<file path="config.mk">
export PLATFORM = sky130hd
export DESIGN_NAME = dsp_i2s_tx
export DESIGN_NICKNAME = d
export VERILOG_FILES = /design/src/rtl/dsp_i2s_tx.sv
export SDC_FILE = /design/constraint.sdc
export NUM_CORES = 1
export LEC_CHECK = 0
export ABC_AREA = 1
export BUFFER_PORTS_ARGS = -buffer_cell sky130_fd_sc_hd__buf_2
export CAP_MARGIN = 20
export CORE_AREA = 2 2 101 103
export CTS_CLUSTER_SIZE = 10
export DETAILED_ROUTE_END_ITERATION = 8
export DIE_AREA = 0 0 103 105
export PLACE_DENSITY_LB_ADDON = 0.1
export SLEW_MARGIN = 5
export SYNTH_ARGS = -nofsm -noshare
export SYNTH_HDL_FRONTEND = slang
export SYNTH_SLANG_ARGS = --single-unit
</file>
<file path="constraint.sdc">
create_clock -name clock -period 1.7 [get_ports clock]
set_clock_uncertainty 0.15 [all_clocks]
set_input_delay 0.085 -clock clock [delete_from_list [all_inputs] [get_ports clock]]
set_output_delay 0.085 -clock clock [all_outputs]
set_load 0.005 [all_outputs]
</file>
<file path="src/rtl/dsp_i2s_tx.sv">
// Philips I2S serializer for the S-DSP stereo output: one pair per frame,
// one-deep holding buffer, sticky overrun/underrun flags and a frame strobe.
module dsp_i2s_tx #(
    parameter int SAMPLE_WIDTH = 16,
    parameter int BCLK_DIV     = 1
) (
    input  logic                    clock,
    input  logic                    reset,
    input  logic [SAMPLE_WIDTH-1:0] sample_l,
    input  logic [SAMPLE_WIDTH-1:0] sample_r,
    input  logic                    sample_valid,
    output logic                    sample_ready,
    input  logic                    mute,
    input  logic                    clear_flags,
    output logic                    i2s_bclk,
    output logic                    i2s_lrck,
    output logic                    i2s_sdata,
    output logic                    frame_start,
    output logic                    overrun,
    output logic                    underrun
);

    localparam int SLOTS = 2 * SAMPLE_WIDTH;
    localparam int DIV_W = (BCLK_DIV > 1) ? $clog2(BCLK_DIV) : 1;
    localparam int SLOT_W = $clog2(SLOTS);

    logic [DIV_W-1:0]  div_cnt;
    logic [SLOT_W-1:0] slot;
    logic [SLOT_W-1:0] slot_next;
    logic [SLOTS-1:0]  holding;
    logic [SLOTS-1:0]  last_pair;
    logic [SLOTS-1:0]  load_pair;
    logic [SLOTS:0]    shift;
    logic              pending;
    logic              armed;
    logic              div_wrap;
    logic              phase_wrap;
    logic              boundary;

    always_comb begin
        div_wrap   = (div_cnt == DIV_W'(BCLK_DIV - 1));
        phase_wrap = div_wrap && i2s_bclk;
        boundary   = phase_wrap && (slot == SLOT_W'(SLOTS - 1));
        slot_next  = slot;
        if (phase_wrap) begin
            slot_next = boundary ? '0 : slot + 1'b1;
        end
        load_pair = '0;
        if (!mute) begin
            load_pair = pending ? holding : last_pair;
        end
    end

    always_ff @(posedge clock or negedge reset) begin
        if (!reset) begin
            div_cnt      <= '0;
            slot         <= '0;
            holding      <= '0;
            last_pair    <= '0;
            shift        <= '0;
            pending      <= 1'b0;
            armed        <= 1'b0;
            i2s_bclk     <= 1'b0;
            i2s_lrck     <= 1'b0;
            i2s_sdata    <= 1'b0;
            frame_start  <= 1'b0;
            overrun      <= 1'b0;
            underrun     <= 1'b0;
            sample_ready <= 1'b1;
        end else begin
            div_cnt     <= div_wrap ? '0 : div_cnt + 1'b1;
            if (div_wrap) begin
                i2s_bclk <= ~i2s_bclk;
            end
            slot        <= slot_next;
            i2s_lrck    <= (slot_next >= SLOT_W'(SAMPLE_WIDTH));
            frame_start <= boundary;

            // Bit 0 carries the previous R LSB across the reload; it is the
            // bit driven at slot 0 of the new frame (one-BCLK I2S delay).
            if (phase_wrap) begin
                i2s_sdata <= shift[SLOTS];
                if (boundary) begin
                    shift     <= {load_pair, shift[SLOTS]};
                    last_pair <= load_pair;
                end else begin
                    shift <= {shift[SLOTS-1:0], 1'b0};
                end
            end

            if (sample_valid) begin
                holding <= {sample_l, sample_r};
                pending <= 1'b1;
                armed   <= 1'b1;
            end else if (boundary) begin
                pending <= 1'b0;
            end
            sample_ready <= ~(sample_valid | (pending & ~boundary));

            overrun  <= (sample_valid & pending & ~boundary) | (overrun & ~clear_flags);
            underrun <= (boundary & ~pending & armed) | (underrun & ~clear_flags);
        end
    end

endmodule

</file>
==> Word-level counts from Yosys, hierarchy flattened <==
Index checks and enable logic that the tools add are counted.
{ "op_classes": {"addsub": 2, "order_cmp": 1, "eq_ne": 1, "n_mux": 8, "bitwise_logic": 16, "n_reduce_logical": 4} }
{ "ops": {"columns": ["cell", "count"], "rows": [
  ["$mux W32", 2],
  ["$mux W33", 1],
  ["$mux W5", 2],
  ["$and A1 B1 Y1", 7],
  ["$not A1 Y1", 6],
  ["$add A5 B1 Y5 const B", 1],
  ["$eq A5 B5 Y1 const B", 1],
  ["$ge A5 B5 Y1 const B", 1],
  ["$mux W1", 3],
  ["$or A1 B1 Y1", 3],
  ["$logic_and A1 B1 Y1", 2],
  ["$reduce_and A2 Y1", 1],
  ["$reduce_bool A2 Y1", 1],
  ["$add A1 B1 Y1 const B", 1]
]} }
{ "word_totals": {"reg_bits": 112, "output_inout_bits": 7} }

==> Depth between registers and ports, before layout <==
Gate-level depths: netlist (run 1).
{ "depth": {"word_depth": 7, "ltp_mapped": 8, "depth_no_buf": 7} }

==> Least setup slack after synthesis (run 1) <==
OpenSTA, ideal clock, no wires.
{ "synth_path": {"path_type": "register to register", "start": "register with a tool-made name", "end": "register shift[10]", "arrival_time_ps": 1586, "required_ps": 1473, "slack_ps": -113, "path_stages_with_launch": 8, "path_buffers": 1, "period_less_slack_ps": 1813, "path_cell_list": "dfrtp_1 > ha_1 > and3_1 > ha_1 > inv_2 > clkbuf_1 > a21oi_1 > a21oi_1"} }
{ "synth_lines": {"columns": ["element", "line_no", "text"], "rows": [
  ["end signal: assignment", "84", "shift <= {load_pair, shift[SLOTS]};"],
  ["end signal: assignment", "87", "shift <= {shift[SLOTS-1:0], 1'b0};"],
  ["end: declaration", "33", "logic [SLOTS:0] shift;"]
]} }

==> flow_metrics.tcl, run 1 <==
set metrics [dict create \
    run_status "complete, but fails checks" \
    failed_checks "negative setup slack" \
    synth.distinct_cells 22 \
    htreeDepth 3 \
    io_buffers 43 \
    grt_max_degree 39 \
    grt_pass1_vias 3964 \
    maxSlewViolCount 0 \
    layout_setup_ws_ns -0.1998 \
    die_area_mm2 0.01082 \
    routed_wl_mm 12.03 \
    p_int_w 0.003682 \
    power_density_mw_per_mm2 776.6 \
    power.switching_w 0.001131 \
    hpwl_mm 6.569 \
    p_leak_nw 3.161 \
    power.total_w 0.004813 \
    drt-vias-per-instance 4.984 \
    grt.overflow.total 0 \
    switching_share_pct 23.50 \
    setup_viol 70 \
    clkPwrFrac_pct 35.9 \
    grt_pass1_wl_mm 19.09 \
    cts-root-buf "clkbuf_8" \
    p_comb_share_pct 7.6 \
    synth_top_area_share_pct 58.82 \
    wl_per_cell_um 14.91 \
    finalCritPeriodShare_pct 111.8 \
    rr_worst_depth 9 \
    grtUsageTotal_pct 22.54 \
    fmax_mhz 526.4 \
    worst-setup-path-type "reg -> reg" \
    core-area_mm2 0.009639 \
    power.share.sequential_pct 56.5 \
    antennaDiodeCount 0 \
    clkSinkCount 110 \
    dp.cells 734 \
    nNetsFinal 708 \
    rsz0062_at_grt "true" \
    cts_tree "yes" \
    place_congestion 0.7767 \
    final_common_cell "nand2_1" \
    hold_viol_final 0 \
    die_w_um 103 \
    peakVddDrop_mv 0.4693 \
    synth_fp_nets 605 \
    fp-row-count 36 \
    io_pins 44 \
    tightest_slew_ns 0.4277 \
    numCtsBuffers 9 \
    ys_ff_latch 110 \
    layout.cells.non_filler 807 \
    drt_iter0_drc 161 \
    drt_first_pass_iters 4 \
    drtAntennaViolNets 0 \
    die_h_um 105 \
    critPathArrivalTime_ns 2.05 \
    synthTopCellsByArea "dfrtp_1 (59%), nand2_1 (24%), a21oi_1 (7.1%)" \
    slew_headroom_pct 71.49 \
    critPathMaxFanout 4 \
    final_cell_mix "nand2_1 (273), dfrtp_1 (109), a21oi_1 (43)" \
    drc 0 \
    start_kind "flip-flop" \
    ys_seq_area_share_pct 59.39 \
    initial_core_util_pct 48.10 \
    regArea_mm2 0.002754 \
    finalCriticalPeriod_ns 1.900 \
    clock_path_buffers 2 \
    vias 4022 \
    antenna_found_initial 0 \
    yosysWarningCount 0 \
    yosys.area.top_type "dfrtp_1" \
    hold_path_class "in -> async" \
    required_ns 1.85 \
    fill_cells 853 \
    syn_area_per_cell_um2 8.192 \
    clk_pin_slew_ns 0.11 \
    end_kind "flip-flop" \
    synthCells 566 \
    drive_above_1_share_pct 24.18 \
    cap_violations 0 \
    areaGrowthSynthToFinish_pct 33.65 \
    synth_area_mm2 0.004637 \
    clock_latency_ns 0.37 \
    multiInputGateArea_mm2 0.001928 \
]
[critical path, cell delays in order, from the launching register on]
cell and delay, ns:
dfrtp_1 0.39, ha_2 0.19, and3_4 0.19, ha_4 0.14
nand2_4 0.06, buf_6 0.13, nor2_4 0.18, buf_6 0.19
nand2_4 0.07, a21oi_2 0.15
[flip-flops by register name (all words and copies together), names as in the netlist, named ones only]
signal and count:
last_pair 32, i2s_bclk 1, armed 1, i2s_sdata 1
overrun 1, frame_start 1, sample_ready 1, shift 33
underrun 1, pending 1, holding 32
[power groups by stage]
stage               Sequential (W)  Combinational, W  Clock [W]
floorplan                  0.00276          0.000136          0
global placement           0.00277          0.000277          0
detailed placement         0.00277          0.000281          0
CTS                        0.00272          0.000352    0.00176
global route               0.00273          0.000417    0.00187
finish                     0.00272          0.000364    0.00173
[cells in the mapped netlist (all sizes together)]
master / number
and3: 1
dfrtp: 109
xor2: 1
or2: 1
a21oi: 66
nand3: 3
dfstp: 1
ha: 2
o22ai: 1
nand2: 303
clkbuf: 11
buf: 20
nor2: 37
inv: 7
o21ai: 1
clkinv: 1
a22o: 1
[layout make-up]
type | instances | share of cell area [%]
flip-flops and latches | 110 | 44.44
inverters | 8 | 0.6057
well taps | 133 | 2.685
clock inverters | 7 | 1.595
multi-input cells | 418 | 31.11
repair buffers | 122 | 17.57
clock buffers | 9 | 1.999
[cells by family after synthesis]
kind of cell | share of synthesized area (%)
fa+ha+maj | 0.5396
flops | 59.39
compound gates | 7.555
buf+inv | 3.885
simple gates | 28.44
xor+xnor | 0.1889
[per-stage QoR]
stage | utilization [%] | worst slack [ns] | hold WS [ns] | instance area (um2) | TNS, ns
2_1_floorplan | - | 0.004341 | -0.3606 | 4651 | 0
3_3_place_gp | 52.84 | -0.4279 | -0.1041 | 5094 | -24.39
3_5_place_dp | 52.84 | -0.4985 | -0.1031 | 5094 | -29.16
4_1_cts | 61.28 | -0.09131 | 0.04265 | 5907 | -1.867
5_1_grt | 64.29 | -0.2695 | 0.06644 | 6197 | -11.42
6_report | 64.29 | -0.1998 | 0.03636 | 6197 | -6.259
[worst paths after layout]
kind | endpoint | slack [ns]
min in group clock | shift[15] | 0.07
min reg2reg | holding[15] | 0.33
max in group asynchronous | sample_ready | 0.72
min | last_pair[8] | 0.04
max | shift[5] | -0.20
max reg2reg | shift[5] | -0.20
[per-layer routing]
| layer | routed length, um | track usage (%) | up-vias |
|---|---|---|---|
| met5 | 0 | 0 | - |
| met4 | 127 | 6.767 | 0 |
| met3 | 323 | 3.344 | 13 |
| met2 | 5840 | 34.55 | 78 |
| met1 | 5744 | 33.11 | 1968 |
| li1 | - | - | 1963 |
[what timing repair did]
item / in CTS / in global routing
hold endpoints to repair: 145 / 0
pin swaps: 4 / 19
gates resized for setup: 21 / 59
cloned: 1 / 4
hold buffers: 38 / 0
endpoints found under the setup margin: 71 / 70
buffers inserted: 11 / 4
No activity file was read; power rests on OpenSTA's default activity.
==> inputs of run 2 (changes only) <==
--- a/config.mk
+++ b/config.mk
@@ -9,10 +9,10 @@
 export BUFFER_PORTS_ARGS = -buffer_cell sky130_fd_sc_hd__buf_2
 export CAP_MARGIN = 20
-export CORE_AREA = 2 2 101 103
+export CORE_AREA = 5 5 104 106
 export CTS_CLUSTER_SIZE = 10
 export DETAILED_ROUTE_END_ITERATION = 8
-export DIE_AREA = 0 0 103 105
+export DIE_AREA = 0 0 109 111
 export PLACE_DENSITY_LB_ADDON = 0.1
-export SLEW_MARGIN = 5
+export SLEW_MARGIN = 30
 export SYNTH_ARGS = -nofsm -noshare
 export SYNTH_HDL_FRONTEND = slang
==> constraint.sdc (replaced) <==
create_clock -name clock -period 1.7 [get_ports clock]
set_clock_uncertainty 0.15 [all_clocks]
set_input_delay 0.17 -clock clock [delete_from_list [all_inputs] [get_ports clock]]
set_output_delay 0.17 -clock clock [all_outputs]
set_load 0.005 [all_outputs]
==> run 2 against run 1 <==
The flow still finishes with violations (negative setup slack); global-route usage fell by 2.8 points; critical endpoint is now shift[11]; sequential power barely moved; combinational power fell by 6.0%; via count fell by 3.4%; power fell by 2.9%; setup slack improved by 0.15 ns; routed wire length fell by 5.6%; flip-flop and latch count did not move; critical path depth fell by 1.
==> flow_metrics.tcl, run 2 (same netlist as run 1, synthesis figures left out) <==
set metrics [dict create \
    run_status "complete, but fails checks" \
    failed_checks "negative setup slack" \
    drt_first_pass_iters 4 \
    fmax_mhz 571.6 \
    fp-row-count 36 \
    clk_pin_slew_ns 0.11 \
    cp_cell_sequence "ha_2, and3_4, ha_4, nand2_8, nor2_4, buf_12, nand2_1, a21oi_2" \
    worstHoldStart "sample_valid" \
    largest_reg_flops 33 \
    slew_headroom_pct 71.19 \
    io_pins 44 \
    drt-vias-per-instance 4.877 \
    final_common_cell "nand2_1" \
    critPathMaxFanout 11 \
    worst-setup-path-type "reg -> reg" \
    p_leak_nw 3.078 \
    peakVddDrop_mv 0.4251 \
    worstReg2RegEnd "shift[11]" \
    critPathArrivalTime_ns 1.90 \
    tightest_slew_ns 0.4322 \
    power_density_mw_per_mm2 780.4 \
    core-area_mm2 0.009684 \
    drc 0 \
    numCtsBuffers 9 \
    maxSlewViolCount 0 \
    rsz0062_at_grt "true" \
    critical_path_buf_inv_count 1 \
    antennaDiodeCount 0 \
    cp_top_family "simple AND/OR/NAND/NOR gates" \
    place_congestion 0.7707 \
    grt_pass1_wl_mm 18.91 \
    finalCriticalPeriod_ns 1.749 \
    worstHoldPathCells 3 \
    setup_viol 23 \
    tns_ns -0.5623 \
    hpwl_mm 6.523 \
    finalCritPeriodShare_pct 102.9 \
    cts_tree "yes" \
    top_register "shift" \
    areaGrowthSynthToFinish_pct 29.17 \
    grtUsageTotal_pct 19.76 \
    final_cell_mix "nand2_1 (286), dfrtp_1 (109), a21oi_1 (52)" \
    reg_top3 "shift: 33 flops, holding: 32 flops, last_pair: 32 flops" \
    die_area_mm2 0.01210 \
    antenna_found_initial 0 \
    layout_setup_ws_ns -0.04949 \
    drtAntennaViolNets 0 \
    cpPeakStageDelay_ns 0.38 \
    clock_path_buffers 2 \
    clkSinkCount 110 \
    grt_pass1_vias 3852 \
    dpl_cell_area_mm2 0.005074 \
    nNetsFinal 698 \
    worstHoldEndpoint "holding[20]" \
    die_w_um 109 \
    power.total_w 0.004674 \
    final_core_util_pct 61.85 \
    start_kind "flip-flop" \
    hold_path_class "in -> reg" \
    final_area_mm2 0.005989 \
    hold_viol_final 0 \
    rr_worst_depth 8 \
    rrSetupSlack_ns -0.05 \
    critPathSlowestCell "dfrtp_1" \
    end_kind "flip-flop" \
    initial_core_util_pct 47.88 \
    drive_above_1_share_pct 20.48 \
    clock_latency_ns 0.37 \
    drt_iter0_drc 199 \
    grt.overflow.total 0 \
    io_buffers 43 \
    htreeDepth 3 \
    required_ns 1.85 \
    wl_per_cell_um 14.25 \
    cap_violations 0 \
    die_h_um 111 \
    grt_max_degree 43 \
    vias 3887 \
    hold_slack_ns 0.04258 \
    routed_wl_mm 11.36 \
    cts-root-buf "clkbuf_8" \
]
[run 2: changes by cell type in the layout (fill, tap and decap cells not counted), sizes merged, moves of 2 or more]
cell         before  now
dlygate4sd3      38   34
buf              81   76
clkinvlp          4    1
inv               7    9
[run 2: stage by stage]
step,worst slack (ns),cells
2_1_floorplan,0.004341,566
3_3_place_gp,-0.4394,733
3_5_place_dp,-0.4898,733
4_1_cts,-0.03370,795
5_1_grt,-0.1310,797
6_report,-0.04949,797
[run 2: worst max-delay path by stage]
stage	start	end	slack (ns)	cells after the start
after floorplan	flip-flop	shift[10]	0.004	8
after global placement	flip-flop	shift[25]	-0.44	7
after detailed placement	flip-flop	shift[7]	-0.49	7
after CTS	flip-flop	shift[11]	-0.03	8
after global routing	flip-flop	shift[5]	-0.13	8
final	flip-flop	shift[11]	-0.05	8
[run 2: layout make-up]
cell class / instances / area, um2
Clock inverter: 6 / 68.82
Fill cell: 882 / 3695
Tap cell: 133 / 166.4
Clock buffer: 10 / 127.6
Timing Repair Buffer: 112 / 982.2
Inverter: 8 / 32.53
Multi-Input combinational cell: 418 / 1858
Sequential cell: 110 / 2754
[run 2: where the power goes]
group	leakage, nW	internal [W]	switching [W]
registers	1.23	0.00268	0.0000367
clock network	0.0973	0.000694	0.000917
logic	1.75	0.000158	0.000184
total	3.08	0.00354	0.00114
[run 2: worst reg2reg max path: cells and delay by family, from the launching register on]
kind            cells  cell delay (ns)
flops               1             0.38
simple gates        4             0.54
fa+ha+maj           2             0.36
buf+inv             1             0.17
compound gates      1             0.12
[run 2: timing repair]
action / 4_1_cts / 5_1_grt
hold endpoints to repair: 144 / 0
endpoints found under the setup margin: 73 / 64
pin swaps: 3 / 9
setup buffers: 10 / 1
hold buffers: 34 / 0
gates resized for setup: 17 / 37
cloned: 2 / 1
[run 2: layer usage]
layer	up-vias	part of all wire, %	GRT usage (%)
li1	1948	-	-
met1	1862	47	28.43
met2	64	48	30.26
met3	13	4.2	3.669
met4	0	1.4	6.061
met5	-	0	0
==> inputs of run 3 (changes only) <==
- HOLD_SLACK_MARGIN: unset -> 0.15
- RECOVER_POWER: unset -> 50
==> run 3 against run 2 <==
The flow still finishes with violations (negative setup slack); power grew 0.65%; count of clock-buffer cells in the layout is the same; critical path depth is the same; register-to-register slack is essentially flat; first-iteration DRC count shrank 26%; fmax is essentially flat; sequential share of layout area shrank 1.1 points; global-route usage grew 0.33 points; flip-flop and latch count is the same; die area is the same; sequential power is essentially flat; clock power is essentially flat.
==> flow_metrics.tcl, run 3 (same netlist as run 1, synthesis figures left out) <==
set metrics [dict create \
    clkSinkCount 110 \
    hold_path_class "in -> reg" \
    routed_wl_mm 11.69 \
    dpl_cell_area_mm2 0.005074 \
    rsz0062_at_grt "true" \
    die_h_um 111 \
    hold_viol_final 0 \
    place_ws_ns -0.4898 \
    final_cell_mix "nand2_1 (287), dfrtp_1 (109), a21oi_1 (52)" \
    dp.cells 733 \
    io_pins 44 \
    grtUsageTotal_pct 20.09 \
    drc 0 \
    final_common_cell "nand2_1" \
    maxSlewViolCount 0 \
    die_area_mm2 0.01210 \
    drt_iter0_drc 147 \
    power_density_mw_per_mm2 767.0 \
    drive_above_1_share_pct 19.24 \
    areaGrowthSynthToFinish_pct 32.27 \
    final_area_mm2 0.006133 \
    top_register "shift" \
    tightest_slew_ns 0.9169 \
    layout.cells.non_filler 814 \
    critPathArrivalTime_ns 1.90 \
    core-area_mm2 0.009684 \
    setup_viol 28 \
    place_congestion 0.7707 \
    p_leak_nw 3.108 \
    worst-setup-path-type "reg -> reg" \
    antenna_found_initial 0 \
    fp-row-count 36 \
    wl_per_cell_um 14.36 \
    drtAntennaViolNets 0 \
    grt_pass1_wl_mm 19.20 \
    largest_reg_flops 33 \
    fmax_mhz 572.2 \
    cts_tree "yes" \
    run_status "complete, but fails checks" \
    failed_checks "negative setup slack" \
    slew_headroom_pct 38.87 \
    cts-root-buf "clkbuf_8" \
    reg_top3 "shift: 33 flops, holding: 32 flops, last_pair: 32 flops" \
    fill_cells 875 \
    start_kind "flip-flop" \
    finalCriticalPeriod_ns 1.748 \
    drt_first_pass_iters 4 \
    hpwl_mm 6.523 \
    clock_latency_ns 0.37 \
    required_ns 1.85 \
    clock_path_buffers 2 \
    peakVddDrop_mv 0.4142 \
    io_buffers 43 \
    clk_pin_slew_ns 0.10 \
    end_kind "flip-flop" \
    die_w_um 109 \
    vias 3972 \
    nNetsFinal 715 \
    cap_violations 0 \
    grt_pass1_vias 3878 \
    critPathMaxFanout 11 \
    finalCritPeriodShare_pct 102.8 \
    drt-vias-per-instance 4.880 \
    htreeDepth 3 \
    initial_core_util_pct 47.88 \
    grt.overflow.total 0 \
    grt_max_degree 43 \
    numCtsBuffers 9 \
    layout_setup_ws_ns -0.04776 \
    antennaDiodeCount 0 \
]
## run 3: cell types whose count changed in the layout (fill, tap and decap cells not counted), moves of 2 or more
cell and change:
nand2_2 -2, clkbuf_2 +4, clkbuf_4 +2, dlygate4sd3_1 +17, buf_4 -5, buf_2 -3
clkbuf_1 +3
## run 3: final timing paths
check / from / endpoint / slack (ns) / cells after the start
worst max register to register: flip-flop / shift[25] / -0.05 / 8
max in group asynchronous: reset / async pin / 0.12 / 4
worst min-delay path: mute / last_pair[12] / 0.18 / 5
worst max-delay path: flip-flop / shift[25] / -0.05 / 8
min in group asynchronous: reset / holding[12] / 0.71 / 3
worst min register to register: i2s_sdata / i2s_sdata / 0.33 / 2
## run 3: final cells by class
class | count | area, um2 | share of cell area, %
inverters | 8 | 30.03 | 0.4896
well taps | 133 | 166.4 | 2.713
flip-flops and latches | 110 | 2754 | 44.90
clock inverters | 6 | 68.82 | 1.122
clock buffers | 10 | 127.6 | 2.081
repair buffers | 129 | 1126 | 18.36
multi-input cells | 418 | 1861 | 30.33
## run 3: routing by layer
metal | part of all wire [%] | vias up | global-route usage, %
met5 | 0 | - | 0
met1 | 46 | 1898 | 29.12
met4 | 1.1 | 0 | 5.303
met3 | 4.1 | 10 | 3.378
li1 | - | 1983 | -
met2 | 49 | 81 | 31.20
## run 3: worst max-delay path, cell delays in order, from the launching register on
cell and delay [ns]:
dfrtp_1 0.38, ha_2 0.19, and3_4 0.19, ha_4 0.17, nand2_8 0.08, nor2_4 0.16
buf_12 0.16, nand2_1 0.09, a21oi_2 0.11
## run 3: through the flow
stage          utilization (%)  total power, W  hold WS, ns  TNS (ns)
6_report                 63.33        0.004704       0.1821   -0.6935
2_1_floorplan                -        0.002899      -0.2756         0
4_1_cts                  62.02        0.004744       0.1557   -0.2837
3_3_place_gp             52.39        0.003043     -0.01499    -26.09
3_5_place_dp             52.39        0.003049     -0.01126    -28.19
5_1_grt                  63.33        0.004906       0.1721    -4.062
## run 3: where the power goes
part | switching, W | internal (W)
sequential | 0.0000366 | 0.00268
combinational | 0.000192 | 0.000181
clock | 0.000916 | 0.000694
total | 0.00115 | 0.00356
## run 3: timing repair
action	in CTS	in global routing
setup buffers	10	1
pin swaps	3	9
hold buffers	51	0
endpoints found under the setup margin	73	64
resized for setup	17	36
cloned	2	1
hold endpoints to repair	144	0
